## src/rtl/mmu_pkg.sv

```systemverilog
// Shared types and constants for the paging controller and its translation cache.
package mmu_pkg;
    typedef enum logic [2:0] {IDLE, WALK, WALK_WAIT, ACCESS, READ_WAIT, RESP} state_t;

    localparam int PTE_V   = 1;
    localparam int PTE_W   = 0;
    localparam int PPN_LSB = 2;

    localparam logic CFG_BPR = 1'b0;
    localparam logic CFG_PG  = 1'b1;
endpackage

```

## src/rtl/mmu_tlb1.sv

```systemverilog
// Single-entry translation cache: one VPN tag plus the PTE it maps to.
module mmu_tlb1 #(
    parameter int VPNW = 2,
    parameter int DW   = 6
) (
    input  logic            clk,
    input  logic            rst,
    input  logic [VPNW-1:0] lk_vpn,
    output logic            hit,
    output logic [DW-1:0]   pte,
    input  logic            ld,
    input  logic [VPNW-1:0] ld_vpn,
    input  logic [DW-1:0]   ld_pte,
    input  logic            inv
);
    logic            valid_q, valid_d;
    logic [VPNW-1:0] tag_q, tag_d;
    logic [DW-1:0]   pte_q, pte_d;

    // A fill belongs to a walk already in flight, so it takes precedence over a flush.
    always_comb begin
        valid_d = valid_q;
        tag_d   = tag_q;
        pte_d   = pte_q;
        if (ld) begin
            valid_d = 1'b1;
            tag_d   = ld_vpn;
            pte_d   = ld_pte;
        end else if (inv) begin
            valid_d = 1'b0;
        end
    end

    always_ff @(posedge clk or negedge rst) begin
        if (!rst) begin
            valid_q <= 1'b0;
            tag_q   <= '0;
            pte_q   <= '0;
        end else begin
            valid_q <= valid_d;
            tag_q   <= tag_d;
            pte_q   <= pte_d;
        end
    end

    assign hit = valid_q && (tag_q == lk_vpn);
    assign pte = pte_q;
endmodule

```

## src/rtl/page_walk_ctrl.sv

```systemverilog
// Paging controller: sequences PTE fetch and data access on one synchronous-read memory port.
module page_walk_ctrl
    import mmu_pkg::*;
#(
    parameter int DW   = 6,
    parameter int VAW  = 6,
    parameter int PAW  = 8,
    parameter int OFFW = 4
) (
    input  logic           clk,
    input  logic           rst,
    input  logic           req,
    input  logic           we,
    input  logic [VAW-1:0] vaddr,
    input  logic [DW-1:0]  wdata,
    output logic           ack,
    output logic           fault,
    output logic [DW-1:0]  rdata,
    input  logic           cfg_we,
    input  logic           cfg_sel,
    input  logic [DW-1:0]  cfg_wdata,
    input  logic           tlb_flush,
    output logic           pg,
    output logic           busy,
    output logic [PAW-1:0] mem_addr,
    output logic           mem_rd,
    output logic           mem_wr,
    output logic [DW-1:0]  mem_wdata,
    input  logic [DW-1:0]  mem_rdata
);
    localparam int VPNW = VAW - OFFW;
    localparam int BPRW = PAW - VAW + OFFW;

    state_t         state_q, state_d;
    logic [VAW-1:0] va_q, va_d;
    logic           we_q, we_d;
    logic [DW-1:0]  wd_q, wd_d;
    logic [BPRW-1:0] bpr_q, bpr_d;
    logic           pg_q, pg_d;
    logic           ack_q, ack_d;
    logic           fault_q, fault_d;
    logic [DW-1:0]  rdata_q, rdata_d;
    logic [PAW-1:0] mem_addr_q, mem_addr_d;
    logic           mem_rd_q, mem_rd_d;
    logic           mem_wr_q, mem_wr_d;
    logic [DW-1:0]  mem_wdata_q, mem_wdata_d;
    logic           busy_q, busy_d;

    logic           tlb_hit_raw, tlb_hit, tlb_ld, tlb_inv;
    logic [DW-1:0]  tlb_pte;
    logic           acc;
    logic [PAW-1:0] acc_addr;

    mmu_tlb1 #(.VPNW(VPNW), .DW(DW)) u_tlb (
        .clk    (clk),
        .rst    (rst),
        .lk_vpn (vaddr[VAW-1:OFFW]),
        .hit    (tlb_hit_raw),
        .pte    (tlb_pte),
        .ld     (tlb_ld),
        .ld_vpn (va_q[VAW-1:OFFW]),
        .ld_pte (mem_rdata),
        .inv    (tlb_inv)
    );

    assign tlb_hit = tlb_hit_raw && tlb_pte[PTE_V];

    // Outputs are computed for the state being entered, so they are registered with it.
    always_comb begin
        state_d     = state_q;
        va_d        = va_q;
        we_d        = we_q;
        wd_d        = wd_q;
        bpr_d       = bpr_q;
        pg_d        = pg_q;
        rdata_d     = rdata_q;
        ack_d       = 1'b0;
        fault_d     = 1'b0;
        mem_addr_d  = '0;
        mem_rd_d    = 1'b0;
        mem_wr_d    = 1'b0;
        mem_wdata_d = '0;
        tlb_ld      = 1'b0;
        tlb_inv     = tlb_flush;
        acc         = 1'b0;
        acc_addr    = '0;
        case (state_q)
            IDLE: begin
                if (cfg_we) begin
                    tlb_inv = 1'b1;
                    if (cfg_sel == CFG_PG) pg_d  = cfg_wdata[0];
                    else                   bpr_d = cfg_wdata[BPRW-1:0];
                end else if (req) begin
                    va_d = vaddr;
                    we_d = we;
                    wd_d = wdata;
                    if (!pg_q) begin
                        acc      = 1'b1;
                        acc_addr = {{(PAW-VAW){1'b0}}, vaddr};
                    end else if (tlb_hit && we && !tlb_pte[PTE_W]) begin
                        state_d = RESP;
                        ack_d   = 1'b1;
                        fault_d = 1'b1;
                    end else if (tlb_hit) begin
                        acc      = 1'b1;
                        acc_addr = {tlb_pte[DW-1:PPN_LSB], vaddr[OFFW-1:0]};
                    end else begin
                        state_d    = WALK;
                        mem_addr_d = {bpr_q, vaddr[VAW-1:OFFW]};
                        mem_rd_d   = 1'b1;
                    end
                end
            end
            WALK: state_d = WALK_WAIT;
            WALK_WAIT: begin
                if (!mem_rdata[PTE_V] || (we_q && !mem_rdata[PTE_W])) begin
                    state_d = RESP;
                    ack_d   = 1'b1;
                    fault_d = 1'b1;
                end else begin
                    tlb_ld   = 1'b1;
                    acc      = 1'b1;
                    acc_addr = {mem_rdata[DW-1:PPN_LSB], va_q[OFFW-1:0]};
                end
            end
            ACCESS: begin
                if (we_q) begin
                    state_d = RESP;
                    ack_d   = 1'b1;
                end else begin
                    state_d = READ_WAIT;
                end
            end
            READ_WAIT: begin
                rdata_d = mem_rdata;
                state_d = RESP;
                ack_d   = 1'b1;
            end
            RESP:    state_d = IDLE;
            default: state_d = IDLE;
        endcase
        if (acc) begin
            state_d     = ACCESS;
            mem_addr_d  = acc_addr;
            mem_wr_d    = we_d;
            mem_rd_d    = !we_d;
            mem_wdata_d = we_d ? wd_d : '0;
        end
        busy_d = (state_d != IDLE);
    end

    always_ff @(posedge clk or negedge rst) begin
        if (!rst) begin
            state_q     <= IDLE;
            va_q        <= '0;
            we_q        <= 1'b0;
            wd_q        <= '0;
            bpr_q       <= '0;
            pg_q        <= 1'b0;
            ack_q       <= 1'b0;
            fault_q     <= 1'b0;
            rdata_q     <= '0;
            mem_addr_q  <= '0;
            mem_rd_q    <= 1'b0;
            mem_wr_q    <= 1'b0;
            mem_wdata_q <= '0;
            busy_q      <= 1'b0;
        end else begin
            state_q     <= state_d;
            va_q        <= va_d;
            we_q        <= we_d;
            wd_q        <= wd_d;
            bpr_q       <= bpr_d;
            pg_q        <= pg_d;
            ack_q       <= ack_d;
            fault_q     <= fault_d;
            rdata_q     <= rdata_d;
            mem_addr_q  <= mem_addr_d;
            mem_rd_q    <= mem_rd_d;
            mem_wr_q    <= mem_wr_d;
            mem_wdata_q <= mem_wdata_d;
            busy_q      <= busy_d;
        end
    end

    assign ack       = ack_q;
    assign fault     = fault_q;
    assign rdata     = rdata_q;
    assign pg        = pg_q;
    assign busy      = busy_q;
    assign mem_addr  = mem_addr_q;
    assign mem_rd    = mem_rd_q;
    assign mem_wr    = mem_wr_q;
    assign mem_wdata = mem_wdata_q;
endmodule
```

## config.mk

```make
export PLATFORM = sky130hd
export DESIGN_NAME = page_walk_ctrl
export DESIGN_NICKNAME = d
export VERILOG_FILES = /design/src/rtl/mmu_pkg.sv /design/src/rtl/mmu_tlb1.sv /design/src/rtl/page_walk_ctrl.sv
export SDC_FILE = /design/constraint.sdc
export NUM_CORES = 1
export LEC_CHECK = 0
export ABC_AREA = 1
export BUFFER_PORTS_ARGS = -buffer_cell sky130_fd_sc_hd__buf_4
export CAP_MARGIN = 20
export CORE_MARGIN = 2
export CORE_UTILIZATION = 40
export CTS_BUF_LIST = sky130_fd_sc_hd__clkbuf_16
export DETAILED_ROUTE_END_ITERATION = 16
export MAX_ROUTING_LAYER = met4
export RECOVER_POWER = 50
export SKIP_LAST_GASP = 1
export SLEW_MARGIN = 20
export SYNTH_ARGS = -nofsm -noshare
export SYNTH_HDL_FRONTEND = slang
export SYNTH_SLANG_ARGS = --single-unit
```

## constraint.sdc

```tcl
create_clock -name clk -period 2.4 [get_ports clk]
set_input_delay 0.24 -clock clk [delete_from_list [all_inputs] [get_ports clk]]
set_output_delay 0.24 -clock clk [all_outputs]
set_load 0.02 [all_outputs]
```

# == Word-level counts from Yosys, hierarchy flattened ==
# Index checks and enable logic that the tools add are counted.
# word_totals
ff_bits,57
in_bits,31
out_inout_bits,26
word_cells,99
# op_classes
eq_ne,5
muxes,59
bitwise,2
reduce_logical,16
# op_table
op,count
2-to-1 mux 8 bit,13
2-to-1 mux 6 bit,5
2-to-1 mux 1 bit,29
2-to-1 mux 3 bit,7
one-hot mux 8 bit (2 select lines),1
one-hot mux 3 bit (5 select lines),1
AND reduction 3 bit,3
"equality test 3 x 2 -> 1 bit, second input constant",2
logical AND 1 bit,5
logical NOT 1 bit,4
one-hot mux 1 bit (2 select lines),2
one-hot mux 1 bit (4 select lines),1
"equality test 3 x 1 -> 1 bit, second input constant",1
"equality test 3 bit, second input constant",1
logical NOT 3 bit,1
nonzero test 3 bit,1
equality test 2 bit,1
inverter 1 bit,2
nonzero test 2 bit,1
logical OR 1 bit,1

# == Longest topological paths before layout ==
# Gate-level depths: netlist of the first run.
# logic_depth
word_depth,12
mapped_depth,11
ltp_nobuf,11

# == Cells and area by module ==
# Synthesis of the first run repeated with hierarchy kept, for this count alone.
# hier_totals
hier_cells,280
hier_area_um2,2483.6
# modules_own_cells
module,n_inst,cells_each,area_per_inst_um2,seq_area_each_um2
page_walk_ctrl,1,234,2100.8,1201.2
mmu_tlb1,1,46,382.9,225.2

# == Worst setup path before layout of the first run ==
# OpenSTA, ideal clock, no wires.
# synth_timing
path_type,register to register
start,reg state_q[1]
end,reg va_q[4]
setup_time_ns,0.126
arrival_time_ns,1.196
required_ns,2.274
path_slack_ns,1.078
stages_incl_launch_ff,9
n_path_buf,2
period_less_slack_ns,1.322
cell_sequence,dfrtp_1 -> nor2_2 -> nand2_1 -> inv_2 -> nand3_2 -> inv_2 -> buf_6 -> buf_2 -> o21ai_0
# synth_via
elab_chain_len,2
# synth_lines
item,line,text
start: declaration,page_walk_ctrl.sv:34,"state_t state_q, state_d;"
start signal: assignment,page_walk_ctrl.sv:169,state_q <= state_d;
logical NOT 3 bit,page_walk_ctrl.sv:87,case (state_q)
AND reduction 3 bit (no source line),--,
end signal: assignment,page_walk_ctrl.sv:170,va_q <= va_d;
end: declaration,page_walk_ctrl.sv:35,"logic [VAW-1:0] va_q, va_d;"
# Every way passes these cells.
# A chain may end at the register's enable or synchronous reset.

# == Worst setup path after layout of the first run ==
# layout_timing
start,reg state_q[1]
end,"reg mem_rd_q, in the netlist mem_rd"
# layout_via
elab_chain_len,4
elab_cells_between_ends,7
classes_between,eq/ne (1); mux (4); reduce/logical (2)
# layout_lines
item,line,text
"parallel branches: the longest is 3 deep, another holds equality test 3 x 2 -> 1 bit",--,
2-to-1 mux 1 bit *,page_walk_ctrl.sv:142,if (acc) begin
via mem_rd_d,page_walk_ctrl.sv:44,"logic mem_rd_q, mem_rd_d;"
end signal: assignment,page_walk_ctrl.sv:179,mem_rd_q <= mem_rd_d;
end: declaration,page_walk_ctrl.sv:44,
# Mark *: on every way through the listed nets, which the timed path passes.

==> results of run 1 <==
## registers in the layout (all words and copies together), names as in the netlist, 2 cells and up
signal,flops
rdata,6
mem_wdata,6
state_q,3
wd_q,6
u_tlb.tag_q,2
bpr_q,6
va_q,6
mem_addr,8
u_tlb.pte,6
## power breakdown
part           switching (mW)  internal [mW]
Combinational           0.703          0.447
Sequential              0.181           1.34
Clock                   0.392          0.671
## logic make-up (layout without fill, tap and decap cells)
group	after synthesis	count (layout)	share of synthesized area [%]
mux	7	7	3.33
buf+inv	41	108	7.24
simple gates	118	118	22.1
flops	57	57	60.3
compound gates	30	30	7.03
## cell usage in the layout (no fill, tap or decap)
| cell type | count |
|---|---|
| nor2_4 | 2 |
| buf_4 | 43 |
| clkbuf_2 | 1 |
| clkinv_2 | 1 |
| inv_1 | 33 |
| nand2_1 | 64 |
| inv_2 | 4 |
| o211ai_1 | 4 |
| nor2_2 | 3 |
| and2_1 | 5 |
| o31ai_1 | 1 |
| or2_2 | 3 |
| clkbuf_16 | 9 |
| a21oi_1 | 5 |
| clkinvlp_4 | 1 |
| nand3_1 | 18 |
| nor2_1 | 20 |
| clkbuf_1 | 13 |
| dfrtp_1 | 57 |
| nand2_4 | 1 |
| mux2_2 | 7 |
| clkinv_1 | 3 |
| o21ai_0 | 19 |
| nand3_2 | 1 |
| nand2_2 | 1 |
| o21ai_2 | 1 |
## metrics by stage
step	area (um^2)	hold slack [ps]
after global routing	3050	105
after detailed placement	2850	343
after global placement	2850	339
final	3050	111
after CTS	3110	1.99
after floorplan	2370	-55.6
## worst max-delay path, delay by kind of cell, from the launching register on
| family | cells | cell delay (ps) |
|---|---|---|
| simple gates | 7 | 840 |
| flops | 1 | 420 |
| buf+inv | 3 | 540 |
## area by class of cell
| class | count | area (um^2) | area share (%) |
|---|---|---|---|
| multi-input cells | 155 | 769 | 25.2 |
| inverters | 36 | 135 | 4.42 |
| clock buffers | 9 | 225 | 7.37 |
| well taps | 75 | 93.8 | 3.07 |
| clock inverters | 6 | 27.5 | 0.901 |
| repair buffers | 57 | 377 | 12.3 |
| flip-flops and latches | 57 | 1430 | 46.7 |
## path summary, 6_finish.rpt
check	endpoint	startpoint	cells past startpoint	slack, ps
hold / removal	u_tlb.valid_q	tlb_flush	2	110
min in group asynchronous	mem_addr[3]	rst	1	240
max in group asynchronous	mem_rd	rst	1	1320
setup reg to reg	mem_rd	state_q[1]	10	470
setup / recovery	mem_rd	state_q[1]	10	470
hold reg to reg	u_tlb.pte[1]	u_tlb.pte[1]	1	460
## per-layer routing
layer,part of all wire [%],vias up
li1,-,923
met1,46,858
met2,46,44
met3,5.4,6
met4,1.9,0
met5,0,-
==> flow_metrics.py, run 1 <==
metrics = {
    "place": {
        "port_buffers": 56,
        "hpwlAfterDp_um": 3540,
        "placed_cells": 380,
        "gp_congestion": 0.803,
        "place_ws_ps": 459,
    },
    "timing": {
        "tns_ps": 0,
        "fin_skew_ps": 5.60,
        "fin_ws_ps": 467,
        "rsz0062_at_grt": "false",
        "tightest_slew_ps": 1390,
        "setup_violations": 0,
        "period_share_pct": 80.5,
        "relSlewSlack_pct": 7.13,
        "timing.fmax_mhz": 517,
        "hold_viol_final": 0,
        "slew_violations": 0,
        "min_period_ps": 1930,
    },
    "floorplan": {
        "dieWidth_um": 80.9,
        "core.rowCount": 28,
        "core_um2": 5820,
        "fp.dieH_um": 80.9,
        "start_util_pct": 40.7,
        "io_pins": 57,
        "die-area_um2": 6550,
    },
    "synth": {
        "ys_ff_latch": 57,
        "synth_seq_area_share_pct": 60.3,
        "yosysWarningCount": 0,
        "yosysTopAreaCellShare_pct": 60.3,
        "synthFlopType": "dfrtp_1",
        "netlist_top_cells_count": "64 x nand2_1, 57 x dfrtp_1, 32 x inv_1, 20 x nor2_1, 19 x o21ai_0",
        "async_reset_ff_share_pct": 100,
        "post-synth-top-count-cell": "nand2_1",
        "synth_edf_count": 0,
        "synthCells": 253,
        "postSynthAreaPerCell_um2": 9.36,
        "yosysTopAreaCell": "dfrtp_1",
        "yosys-top-cells-area": "dfrtp_1 60%, nand2_1 10%, inv_1 5.1%, o21ai_0 4.0%, nand3_1 3.8%",
        "syn-num-nets": 284,
        "synthesis.area_um2": 2370,
        "ys_types": 22,
    },
    "pwr": {
        "leakagePower_nw": 1.59,
        "power_density_nw_per_um2": 1220,
        "finalPower_mw": 3.73,
        "ir_drop_mv": 0.476,
    },
    "critical_path": {
        "cp_cell_sequence": "nor2_2 -> nand2_1 -> inv_2 -> nand3_2 -> inv_2 -> nand2_1 -> nand2_1 -> nand2_4 -> inv_2 -> nor2_2",
        "worstSetupEndpointType": "register",
        "critPathMaxStageDelay_ps": 420,
        "start_kind": "register",
        "critPathMaxFanout": 25,
        "crit_type": "register to register",
        "required_ps": 2610,
        "cp.arrival_ps": 2140,
        "slowest_stage": "dfrtp_1",
    },
    "clocking": {
        "cts_setup_buffers": 0,
        "hold_buffers": 0,
        "htreeDepth": 3,
        "cts_max_path_buffers": 2,
        "clk_latency_ps": 320,
        "clock-sinks": 57,
        "root_buffer": "clkbuf_16",
        "cts_resized": 0,
        "numCtsBuffers": 9,
        "cts_tree": "yes",
        "cts.clk_slew.worst_paths_ps": 50,
    },
    "detailed_routing": {
        "drc": 0,
        "ant_nets": 0,
        "via_per_inst": 4.64,
        "wl_um": 4990,
        "wl_per_cell_um": 12.6,
        "drt_iter0_markers": 71,
        "firstDrtPassIters": 4,
        "via_count": 1831,
    },
    "global_routing": {
        "grt_antenna_before_repair": 0,
        "use_met1_pct": 22.5,
        "met2_usage_pct": 27.6,
        "gr-usage-met3_pct": 6.56,
        "grt_pass1_vias": 1822,
        "grt.busiest_layer": "met2",
        "grt_start_max_net_pins": 58,
        "overflow": 0,
        "track_usage_pct": 18.4,
        "grt_pass1_wl_um": 8480,
    },
    "final_layout": {
        "diodes": 0,
        "fillCellCount": 593,
        "post-route-util_pct": 52.5,
        "finalNonFillerCells": 395,
        "layout.nets": 347,
        "drive_gt1_share_pct": 24.4,
        "area_delta_synth_final_pct": 29.0,
    },
    "worst_hold_path": {
        "hp-class": "input port to register",
    },
    "run_status": {
        "status": "finished, final reports clean",
    },
    "flow_run": {
        "drv_cap": 0,
    },
}
(Power assumes the default switching activity.)
==> inputs of run 2 (changes only) <==
- ABC_AREA: 1 -> 0
- clock period: 2.4 -> 1.75 ns (I/O delays scaled with it)
==> run 2 against run 1 <==
Net effect:
- total power is 50% higher
- global-route usage is 0.077 points higher
- sequential cell count stayed put
- count of clock-buffer cells in the layout stayed put
- sequential power is 39% higher
- core utilization is 1.7 points higher
- clock skew is 0.53 ps lower
- register-to-register slack worse by 360 ps
- combinational power is 49% higher
- critical path type unchanged
==> flow_metrics.py, run 2 <==
metrics = {
    "clocking": {
        "cts_tree": "yes",
        "cts.clk_slew.worst_paths_ps": 50,
        "clock-sinks": 57,
        "root_buffer": "clkbuf_16",
        "cts_max_path_buffers": 2,
        "numCtsBuffers": 9,
        "htreeDepth": 3,
        "clk_latency_ps": 320,
    },
    "timing": {
        "fin_skew_ps": 5.07,
        "hold_viol_final": 0,
        "slew_violations": 0,
        "relSlewSlack_pct": 16.6,
        "setup_violations": 0,
        "tightest_slew_ps": 1250,
        "min_period_ps": 1640,
        "rsz0062_at_grt": "false",
        "tns_ps": 0,
        "period_share_pct": 93.7,
        "timing.fmax_mhz": 610,
    },
    "synth": {
        "yosysTopAreaCellShare_pct": 59.7,
        "post-synth-top-count-cell": "dfrtp_1",
        "synthFlopType": "dfrtp_1",
        "ys_ff_latch": 57,
        "yosysTopAreaCell": "dfrtp_1",
        "synthesis.area_um2": 2390,
        "async_reset_ff_share_pct": 100,
        "ys_types": 36,
        "yosysWarningCount": 0,
        "postSynthAreaPerCell_um2": 12.4,
        "synthCells": 193,
        "synth_seq_area_share_pct": 59.7,
        "synth_edf_count": 0,
        "yosys-top-cells-area": "dfrtp_1 60%, nand2_1 7.4%, mux2_2 6.6%, mux2_4 3.8%, a221o_1 3.4%",
        "netlist_top_cells_count": "57 x dfrtp_1, 47 x nand2_1, 14 x mux2_2, 11 x and3_1, 8 x a221o_1",
        "syn-num-nets": 224,
    },
    "pwr": {
        "combPwrFrac_pct": 30.5,
        "p_switching_mw": 1.77,
        "ir_drop_mv": 0.839,
        "leakagePower_nw": 1.56,
        "power_density_nw_per_um2": 1760,
        "internal-power_mw": 3.83,
        "pwr-share-seq_pct": 37.7,
        "swShare_pct": 31.6,
        "clock_power_share_pct": 31.8,
    },
    "floorplan": {
        "fp.dieH_um": 81.3,
        "dieWidth_um": 81.3,
        "io_pins": 57,
        "core_um2": 5850,
        "start_util_pct": 40.8,
        "die-area_um2": 6610,
        "core.rowCount": 28,
    },
    "detailed_routing": {
        "drt_iter0_markers": 100,
        "drc": 0,
        "wl_per_cell_um": 15.4,
        "via_per_inst": 5.13,
        "wl_um": 5350,
        "ant_nets": 0,
        "via_count": 1784,
        "firstDrtPassIters": 4,
    },
    "critical_path": {
        "required_ps": 1960,
        "cp_cell_sequence": "nor3_2 -> and2_1 -> buf_12 -> mux2_4 -> and3_1",
        "slowest_stage": "dfrtp_1",
        "critPathMaxFanout": 22,
        "crit_type": "register to register",
        "start_kind": "register",
        "critPathMaxStageDelay_ps": 390,
        "worstSetupEndpointType": "register",
        "cp.arrival_ps": 1850,
    },
    "final_layout": {
        "layout.nets": 300,
        "drive_gt1_share_pct": 32.2,
        "stdcell_area_um2": 3170,
        "fillCellCount": 526,
        "diodes": 0,
        "post-route-util_pct": 54.3,
        "mostFrequentLayoutCells": "57 x dfrtp_1, 47 x nand2_1, 43 x buf_4",
        "largest_reg_flops": 8,
        "final_common_cell": "dfrtp_1",
        "area_delta_synth_final_pct": 32.9,
    },
    "global_routing": {
        "overflow": 0,
        "grt_antenna_before_repair": 0,
        "grt_start_max_net_pins": 58,
        "grt_pass1_vias": 1734,
        "track_usage_pct": 18.5,
        "grt_pass1_wl_um": 8670,
    },
    "flow_run": {
        "drv_cap": 0,
    },
    "worst_hold_path": {
        "hp-class": "input port to register",
    },
    "place": {
        "hpwlAfterDp_um": 3660,
        "gp_congestion": 0.725,
        "place_area_um2": 2960,
        "port_buffers": 56,
    },
    "run_status": {
        "status": "finished, final reports clean",
    },
}
-- run 2: changes by cell type in the layout (fill, tap and decap cells not counted), sizes merged, moves of 13 or more --
| cell | previous run | this run |
|---|---|---|
| inv | 37 | 4 |
| nor2 | 25 | 4 |
| nand2 | 66 | 47 |
| o21ai | 20 | 1 |
| nand3 | 19 | 3 |
| mux2 | 7 | 20 |
-- run 2: worst max-delay path: cells and delay by family, from the launching register on --
kind	cells	cell delay, ps
buf+inv	1	180
flops	1	390
mux	1	360
simple gates	3	600
-- run 2: power groups by stage --
| stage | Clock (mW) | Sequential [mW] | Combinational, mW |
|---|---|---|---|
| after floorplan | 0 | 2.29 | 0.978 |
| after global routing | 1.86 | 2.17 | 1.88 |
| after detailed placement | 0 | 2.14 | 1.84 |
| after CTS | 1.80 | 2.12 | 1.87 |
| final | 1.78 | 2.11 | 1.71 |
| after global placement | 0 | 2.12 | 1.82 |
-- run 2: final timing paths --
kind                             from  slack, ps        endpoint  cells after the start
max                        state_q[1]        110    mem_wdata[4]                      5
min                          vaddr[2]         50         va_q[2]                      3
max reg2reg                state_q[1]        110    mem_wdata[4]                      5
min reg2reg                   va_q[5]        470  u_tlb.tag_q[1]                      2
max in group asynchronous         rst        310             ack                      2
min in group asynchronous         rst        670        rdata[4]                      2
-- run 2: layout make-up --
class	count	area [um^2]	share of cell area (%)
repair buffers	71	452	14.2
flip-flops and latches	57	1430	44.9
inverters	2	7.51	0.237
clock inverters	6	76.3	2.40
well taps	75	93.8	2.96
multi-input cells	128	893	28.1
clock buffers	9	225	7.10
-- run 2: logic make-up after synthesis --
group,synth area share [%]
mux,10.4
buf+inv,2.93
xor+xnor,0.734
simple gates,19.1
compound gates,7.12
flops,59.7
-- run 2: repair_timing --
item,4_1_cts,5_1_grt
hold buffers,1,0
setup endpoints to repair,0,5
gates resized for setup,0,1
hold endpoints to repair,57,0
setup buffers,0,0
-- run 2: layer usage --
| layer | vias to the layer above | track usage (%) | wire length, um | part of all wire [%] |
|---|---|---|---|---|
| met5 | - | - | 0 | 0 |
| met4 | 0 | 10.7 | 61 | 1.1 |
| met3 | 6 | 3.56 | 250 | 4.7 |
| met2 | 44 | 26.5 | 2570 | 48 |
| met1 | 893 | 24.5 | 2460 | 46 |
| li1 | 841 | - | - | - |
-- run 2: per-stage QoR --
step / setup WS, ps / hold slack, ps / power [mW] / cells
floorplan: 90.5 / -121 / 3.26 / 193
global placement: 68.6 / 281 / 3.93 / 332
detailed placement: 90.3 / 280 / 3.98 / 332
CTS: 58.4 / 50.2 / 5.79 / 348
global route: 4.70 / 62.2 / 5.92 / 348
finish: 110 / 51.3 / 5.60 / 348
==> inputs of run 3 (changes only) <==
==> constraint.sdc (replaced) <==
create_clock -name clk -period 1.7 [get_ports clk]
set_input_delay 0 -clock clk [delete_from_list [all_inputs] [get_ports clk]]
set_output_delay 0 -clock clk [all_outputs]
set_load 0.02 [all_outputs]
==> run 3 against run 2 <==
Net effect:
- clock power up 13%
- global-route usage up 0.54 points
- clock skew about the same
- register-to-register slack worse by 30 ps
- sequential power up 3%
- hold slack worse by 41 ps
- wire length up 6.1%
- sequential share of layout area down 4.5 points
- count of clock-buffer cells in the layout unchanged
- critical path depth unchanged
- combinational power up 9.9%
- critical path type unchanged
- critical endpoint is now mem_addr[6]
- largest cell class unchanged
==> flow_metrics.py, run 3 (synthesis results as in run 2) <==
metrics = {
    "critical_path": {
        "start_kind": "register",
        "critPathMaxStageDelay_ps": 380,
        "cp_cell_sequence": "xor2_1 -> nor3_2 -> buf_4 -> nor4bb_1 -> a221o_1",
        "slowest_stage": "dfrtp_1",
        "crit_buf_inv": 1,
        "cpLargestDelayFamily": "simple AND/OR/NAND/NOR gates",
        "crit_type": "register to register",
        "critPathMaxFanout": 4,
        "cp.arrival_ps": 1880,
        "required_ps": 1960,
        "worstSetupEndpointType": "register",
    },
    "detailed_routing": {
        "wl_met2_um": 2710,
        "via_count": 1867,
        "firstDrtPassIters": 4,
        "wl_um": 5680,
        "via_per_inst": 4.93,
        "dr.max_layer_used": "met4",
        "wl_met3_um": 202,
        "wl_per_cell_um": 15.0,
        "drc": 0,
        "met1_length_um": 2680,
        "ant_nets": 0,
        "drt_iter0_markers": 60,
    },
    "timing": {
        "relSlewSlack_pct": 18.1,
        "tightest_slew_ps": 1230,
        "fin_skew_ps": 5.40,
        "timing.fmax_mhz": 618,
        "setup_violations": 0,
        "tns_ps": 0,
        "slew_violations": 0,
        "fin_ws_ps": 81.2,
        "rsz0062_at_grt": "false",
        "period_share_pct": 95.2,
        "min_period_ps": 1620,
        "hold_viol_final": 0,
    },
    "pwr": {
        "ir_drop_mv": 0.865,
        "finalPower_mw": 6.07,
        "leakagePower_nw": 1.70,
        "power_density_nw_per_um2": 1720,
    },
    "clocking": {
        "clock-sinks": 57,
        "numCtsBuffers": 9,
        "cts_max_path_buffers": 2,
        "cts.clk_slew.worst_paths_ps": 50,
        "htreeDepth": 3,
        "cts_tree": "yes",
        "root_buffer": "clkbuf_16",
        "clk_latency_ps": 320,
    },
    "global_routing": {
        "grt_antenna_before_repair": 0,
        "grt_pass1_vias": 1853,
        "grt_pass1_wl_um": 9100,
        "grt_start_max_net_pins": 58,
        "track_usage_pct": 19.0,
        "overflow": 0,
    },
    "worst_hold_path": {
        "hp-class": "input port to register",
    },
    "floorplan": {
        "core_um2": 5850,
        "dieWidth_um": 81.3,
        "fp.dieH_um": 81.3,
        "die-area_um2": 6610,
        "io_pins": 57,
        "start_util_pct": 40.8,
        "core.rowCount": 28,
    },
    "place": {
        "place_ws_ps": 32.9,
        "hpwlAfterDp_um": 3690,
        "placed_cells": 335,
        "gp_congestion": 0.751,
        "port_buffers": 56,
    },
    "final_layout": {
        "area_delta_synth_final_pct": 47.7,
        "largest_reg_flops": 8,
        "mostFrequentLayoutCells": "56 x dfrtp_1, 47 x nand2_1, 47 x buf_4",
        "final_common_cell": "dfrtp_1",
        "layout.nets": 330,
        "finalNonFillerCells": 379,
        "diodes": 0,
        "drive_gt1_share_pct": 32.2,
    },
    "run_status": {
        "status": "finished, final reports clean",
    },
    "flow_run": {
        "drv_cap": 0,
    },
}
## run 3: worst paths after layout
path | start | endpoint | slack (ps) | cells past startpoint
setup / recovery | u_tlb.tag_q[1] | mem_addr[6] | 80 | 5
hold / removal | we | we_q | 10 | 2
setup reg to reg | u_tlb.tag_q[1] | mem_addr[6] | 80 | 5
hold reg to reg | u_tlb.pte[1] | u_tlb.pte[1] | 470 | 1
max in group asynchronous | rst | state_q[2] | 370 | 2
min in group asynchronous | rst | rdata[4] | 490 | 2
## run 3: timing repair
item,4_1_cts,5_1_grt
hold endpoints to repair,92,0
buffers inserted,0,1
gates resized for setup,0,5
hold buffers,26,0
setup endpoints to repair,0,22
## run 3: layout make-up
type / instances / area (um^2)
fillers: 516 / 2320
flip-flops and latches: 57 / 1430
multi-input cells: 128 / 906
repair buffers: 101 / 757
clock buffers: 9 / 225
clock inverters: 7 / 110
well taps: 75 / 93.8
inverters: 2 / 7.51
## run 3: through the flow
stage          area [um^2]  hold slack (ps)  util, %
3_3_place_gp          2980              104     50.9
4_1_cts               3580             3.26     61.1
5_1_grt               3530             17.0     60.3
6_report              3530             9.91     60.3
2_1_floorplan         2390             -296        -
3_5_place_dp          2980              110     50.9
## run 3: report_power, final
group | switching [mW] | leakage, nW | internal (mW) | total (mW)
registers | 0.283 | 0.719 | 1.89 | 2.18
clock network | 0.601 | 0.164 | 1.42 | 2.02
logic | 0.992 | 0.819 | 0.885 | 1.88
total | 1.88 | 1.70 | 4.19 | 6.07
## run 3: per-layer routing
metal / vias to the layer above / track usage, %
met5: - / -
met4: 0 / 6.61
met3: 9 / 4.78
met2: 37 / 28.4
met1: 925 / 25.3
li1: 896 / -
